### config.mk
export PLATFORM = sky130hd
export DESIGN_NAME = crossbar_scheduler
export DESIGN_NICKNAME = d
export VERILOG_FILES = /design/src/rtl/crossbar_pkg.sv /design/src/rtl/rr_arbiter.sv /design/src/rtl/crossbar_scheduler.sv
export SDC_FILE = /design/constraint.sdc
export NUM_CORES = 1
export LEC_CHECK = 0
export BUFFER_PORTS_ARGS = -buffer_cell sky130_fd_sc_hd__buf_2
export CORE_MARGIN = 2
export CORE_UTILIZATION = 55
export CTS_CLUSTER_SIZE = 10
export DETAILED_ROUTE_END_ITERATION = 8
export PLACE_DENSITY = 0.84
export SLEW_MARGIN = 5
export SYNTH_ARGS = -nofsm -noshare
export SYNTH_HDL_FRONTEND = slang
export SYNTH_SLANG_ARGS = --single-unit
### constraint.sdc
create_clock -name clk -period 4.7 [get_ports clk]
set_input_delay 0.94 -clock clk [delete_from_list [all_inputs] [get_ports clk]]
set_output_delay 0.94 -clock clk [all_outputs]
set_load 0.02 [all_outputs]
### src/rtl/crossbar_pkg.sv
`default_nettype none
// +----------------------------------------------------------------------+
// | crossbar_pkg                                                         |
// | Shared types and sizing helper for the crossbar and its scheduler.   |
// | Revision: 1.0                                                        |
// +----------------------------------------------------------------------+
package crossbar_pkg;

    typedef enum logic [0:0] {
        XB_IDLE = 1'b0,
        XB_BUSY = 1'b1
    } xb_state_t;

    function automatic int sel_w(input int n);
        return (n < 2) ? 1 : $clog2(n);
    endfunction

endpackage
`default_nettype wire

### src/rtl/rr_arbiter.sv
`default_nettype none
// +----------------------------------------------------------------------+
// | rr_arbiter                                                           |
// | Combinational round-robin pick: first request at index >= pointer,   |
// | wrapping to the lowest request otherwise.                            |
// | Revision: 1.0                                                        |
// +----------------------------------------------------------------------+
module rr_arbiter
    import crossbar_pkg::*;
#(
    parameter int N     = 3,
    parameter int SEL_W = sel_w(N)
) (
    input  logic [N-1:0]     i_req,
    input  logic [SEL_W-1:0] i_ptr,
    output logic [SEL_W-1:0] o_idx,
    output logic             o_any
);

    logic             w_hi_any;
    logic [SEL_W-1:0] w_hi_idx;
    logic             w_lo_any;
    logic [SEL_W-1:0] w_lo_idx;

    // Descending scan so the last write is the lowest matching index.
    always_comb begin
        w_hi_any = 1'b0;
        w_hi_idx = '0;
        w_lo_any = 1'b0;
        w_lo_idx = '0;
        for (int i = N - 1; i >= 0; i--) begin
            if (i_req[i]) begin
                w_lo_any = 1'b1;
                w_lo_idx = SEL_W'(i);
                if (SEL_W'(i) >= i_ptr) begin
                    w_hi_any = 1'b1;
                    w_hi_idx = SEL_W'(i);
                end
            end
        end
    end

    assign o_any = w_lo_any;
    assign o_idx = w_hi_any ? w_hi_idx : w_lo_idx;

endmodule
`default_nettype wire

### src/rtl/crossbar_scheduler.sv
`default_nettype none
// +----------------------------------------------------------------------+
// | crossbar_scheduler                                                   |
// | Per-output packet lock with round-robin grant; drives crossbar select.|
// | Revision: 1.0                                                        |
// +----------------------------------------------------------------------+
module crossbar_scheduler
    import crossbar_pkg::*;
#(
    parameter int N     = 3,
    parameter int SEL_W = sel_w(N)
) (
    input  logic               clk,
    input  logic               rst,
    input  logic [N-1:0]       in_valid,
    input  logic [N*SEL_W-1:0] in_dest,
    input  logic [N-1:0]       in_last,
    input  logic [N-1:0]       out_ready,
    output logic [N-1:0]       in_ready,
    output logic [N-1:0]       out_valid,
    output logic [N*SEL_W-1:0] select,
    output logic [N-1:0]       out_busy
);

    xb_state_t        r_state     [N];
    xb_state_t        w_state_nxt [N];
    logic [SEL_W-1:0] r_owner     [N];
    logic [SEL_W-1:0] w_owner_nxt [N];
    logic [SEL_W-1:0] r_ptr       [N];
    logic [SEL_W-1:0] w_ptr_nxt   [N];
    logic [SEL_W-1:0] w_win_idx   [N];
    logic [N-1:0]     w_win_any;
    logic [N-1:0]     w_owned;
    logic [N-1:0]     w_req       [N];

    // Inputs already holding a lock are masked so none can own two outputs.
    always_comb begin
        w_owned = '0;
        for (int o = 0; o < N; o++) begin
            if (r_state[o] == XB_BUSY) w_owned[r_owner[o]] = 1'b1;
        end
        for (int o = 0; o < N; o++) begin
            w_req[o] = '0;
            for (int i = 0; i < N; i++) begin
                w_req[o][i] = in_valid[i] && !w_owned[i] &&
                              (in_dest[i*SEL_W +: SEL_W] == SEL_W'(o));
            end
        end
    end

    for (genvar o = 0; o < N; o++) begin : g_arb
        rr_arbiter #(
            .N     (N),
            .SEL_W (SEL_W)
        ) u_arb (
            .i_req (w_req[o]),
            .i_ptr (r_ptr[o]),
            .o_idx (w_win_idx[o]),
            .o_any (w_win_any[o])
        );
    end

    always_comb begin
        in_ready  = '0;
        out_valid = '0;
        out_busy  = '0;
        select    = '0;
        for (int o = 0; o < N; o++) begin
            select[o*SEL_W +: SEL_W] = r_owner[o];
            if (r_state[o] == XB_BUSY) begin
                out_busy[o]  = 1'b1;
                out_valid[o] = in_valid[r_owner[o]];
                if (out_ready[o]) in_ready[r_owner[o]] = 1'b1;
            end
        end
    end

    always_comb begin
        for (int o = 0; o < N; o++) begin
            w_state_nxt[o] = r_state[o];
            w_owner_nxt[o] = r_owner[o];
            w_ptr_nxt[o]   = r_ptr[o];
            if (r_state[o] == XB_IDLE) begin
                if (w_win_any[o]) begin
                    w_state_nxt[o] = XB_BUSY;
                    w_owner_nxt[o] = w_win_idx[o];
                end
            end else if (in_valid[r_owner[o]] && out_ready[o] && in_last[r_owner[o]]) begin
                w_state_nxt[o] = XB_IDLE;
                w_ptr_nxt[o]   = (r_owner[o] == SEL_W'(N - 1)) ? '0 : r_owner[o] + 1'b1;
            end
        end
    end

    always_ff @(posedge clk) begin
        for (int o = 0; o < N; o++) begin
            if (rst) begin
                r_state[o] <= XB_IDLE;
                r_owner[o] <= '0;
                r_ptr[o]   <= '0;
            end else begin
                r_state[o] <= w_state_nxt[o];
                r_owner[o] <= w_owner_nxt[o];
                r_ptr[o]   <= w_ptr_nxt[o];
            end
        end
    end

endmodule
`default_nettype wire

==> results.yml <==
sta:
  skew_ns: 0.0126
  whs_ns: 0.514
  rsz0062_at_grt: "false"
  setup_viol: 0
  worstMarginPinSlew_ns: 0.548
  fin_setup_tns_ns: 0
  relSlewSlack_pct: 63.2
  fmax_mhz: 393
  finalCritPeriodShare_pct: 54.2
  slew_viol_final: 0
  period_needed_ns: 2.55
  hold_viol_final: 0
worst_setup_path:
  timing.rr.end: "r_owner[0][0]$_SDFFE_PP0P_"
  critPathLaunchType: "primary input"
  cpLargestDelayFamily: "buffers and inverters"
  crit_path_top_delay_cell: "and2_1"
  crit_arrival_ns: 1.61
  crit_cells: 5
  endpoint_kind: "output port"
  critical_path.most_common_cell: "buf_2"
  rrSetupSlack_ns: 2.56
  r2r-start: "r_owner[1][0]$_SDFFE_PP0P_"
  required_ns: 3.76
  crit_buf_inv: 2
  critical_path_class: "in -> out"
  slowest_delay_ns: 0.16
  worstPathCellList: "buf_2, mux2i_1, o2bb2ai_1, and2_1, buf_2"
  reg2reg_depth: 6
  worstPathMaxFanout: 6
floorplanning:
  io_pins: 32
  die_x_um: 49.6
  coreArea_mm2: 0.00196
  dieArea_mm2: 0.00246
  initial_core_util_pct: 58.2
  die_h_um: 49.6
  rows: 16
synth:
  synthDistinctLibCells: 38
  syn-num-nets: 165
  synth-seq-cells: 15
  yosys_warnings: 0
  synth_area_mm2: 0.00114
  yosys-top-cells-area: "dfxtp_1 26%, mux2i_1 11%, nand3_1 8.3%"
  yosysTopAreaCell: "dfxtp_1"
  synth_top_area_share_pct: 26.3
  syn-instance-count: 148
  ys_seq_area_share_pct: 26.3
  syn-mean-instance-area_um2: 7.71
detailed_routing:
  drc: 0
  drt_wl_total_um: 3020
  first_pass_iters: 7
  dr.first_iter.drc_count: 97
  wire_per_inst_um: 15.1
  drtAntennaViolNets: 0
  viasPerCell: 6.29
  num_vias: 1257
finish:
  syn2layout_area_growth_pct: 11.4
  num_antenna_cells: 0
  final_nets: 191
  final_layout_size_suffix_gt1_share_pct: 22.0
  final_area_mm2: 0.00127
grt:
  grt_first_pass_wirelength_um: 4890
  grt_use_total_pct: 25.0
  grt_overflow_total: 0
  antenna_found_initial: 0
  grt_pass1_vias: 1148
  grt_max_degree: 16
min_path:
  whs_endpoint: "r_ptr[1][1]$_SDFFE_PP0P_"
  hold_path.startpoint: "r_ptr[1][1]$_SDFFE_PP0P_"
  holdPathStages: 2
  hold_class: "reg -> reg"
clock_tree:
  cts_max_level: 1
  clock_sinks: 15
  clk_latency_ns: 0.30
  cts_setup_buffers: 0
  tritoncts: "built"
  ctsResizeCount: 0
  cts-buffers-inserted: 3
  clkTransAtPathRegs_ns: 0.09
  ctsRootBufferMaster: "clkbuf_4"
  clk_path_buf_depth: 2
  cts_hold_buf: 0
pwr:
  leakagePower_uw: 0.000586
  peakVddDrop_v: 0.000156
  p_total_uw: 316
  power_density_mw_per_mm2: 248
flow_run:
  cap_violations: 0
placement:
  dp_hpwl_um: 2310
  gp_congestion: 0.896
  io_buffers: 31
  placed_cell_area_mm2: 0.00124
status:
  outcome: "complete, no violations"
Yosys cell counts:
master and n:
a31o_1 2, a32o_1 1, o211a_1 1, o41ai_1 1, and2_1 3, o221ai_1 1, a2111oi_0 1, a21oi_1 3
nand2_2 1, buf_4 3, a22oi_1 1, o311a_1 1, a32oi_1 1, mux2i_1 12, nand2_1 8, dfxtp_1 15
o21ai_0 6, nor3b_1 3, dlygate4sd1_1 1, inv_1 8, nor4_1 1, buf_6 4, o21ai_1 1, nor2b_1 9
o22ai_1 2, a21o_1 1, o21bai_1 1, nand3b_1 5, a31oi_1 1, a2111o_1 1, nand3_1 19, buf_2 2
o2bb2ai_1 3, nor2_1 14, or3b_2 1, nand4_1 2, or3_4 1, nor3_1 7
registers in the layout, indices dropped and copies added (netlist names):
register  flops
r_state       3
r_ptr         6
r_owner       6
power breakdown:
part           switching, µW  internal (µW)
combinational           51.5           36.0
sequential              16.4            134
clock                   46.3           31.7
total                    114            202
how the worst max path moves through the flow:
stage	to	startpoint
finish	out_valid[0]	in_valid[2]
global route	out_valid[1]	r_owner[1][1]$_SDFFE_PP0P_
CTS	out_valid[0]	in_valid[2]
detailed placement	out_valid[0]	in_valid[2]
global placement	out_valid[0]	in_valid[2]
floorplan	out_valid[2]	in_valid[1]
cell usage in the layout (no fill, tap or decap), drive strengths merged, types with 5 or more instances in the layout:
cell type  Yosys  layout
nand3b         5       5
nor3           7       7
nand3         19      19
inv            8       8
nand2          9       9
dfxtp         15      15
buf            9      31
o21ai          7       7
nor2b          9       9
nor2          14      14
mux2i         12      12
area by class of cell:
type / count / area [µm²]
well taps: 27 / 33.8
clock inverters: 1 / 5.00
repair buffers: 31 / 155
inverters: 8 / 30.0
fillers: 180 / 691
clock buffers: 3 / 22.5
flip-flops and latches: 15 / 300
multi-input cells: 115 / 724
per-stage QoR:
stage / util (%) / instances / worst slack, ns
5_1_grt: 64.8 / 200 / 2.09
3_5_place_dp: 63.4 / 196 / 2.16
2_1_floorplan: - / 148 / 2.40
6_report: 64.8 / 200 / 2.15
4_1_cts: 64.8 / 200 / 2.16
3_3_place_gp: 63.4 / 196 / 2.17
metal layers:
layer	vias to the layer above	track usage, %	routed length [µm]
li1	592	-	-
met5	-	0	0
met2	70	46.2	1500
met4	0	6.94	22
met1	591	30.5	1250
met3	4	2.12	249
worst register-to-register path, delay by kind of cell (launching register included):
kind / cells / cell delay, ns
DFF: 1 / 0.56
AOI/OAI and AO/OA: 4 / 1.00
and+or+nand+nor: 2 / 0.42
cells by family (layout without fill, tap and decap cells):
group | after synthesis | after routing | share of synthesized area, %
flip-flops | 15 | 15 | 26.3
multiplexers | 12 | 12 | 10.5
AND/OR/NAND/NOR | 74 | 74 | 34.4
buffers and inverters | 18 | 43 | 10.2
AO/OA/AOI/OAI | 29 | 29 | 18.5
Power figures use the tool's default switching activity.
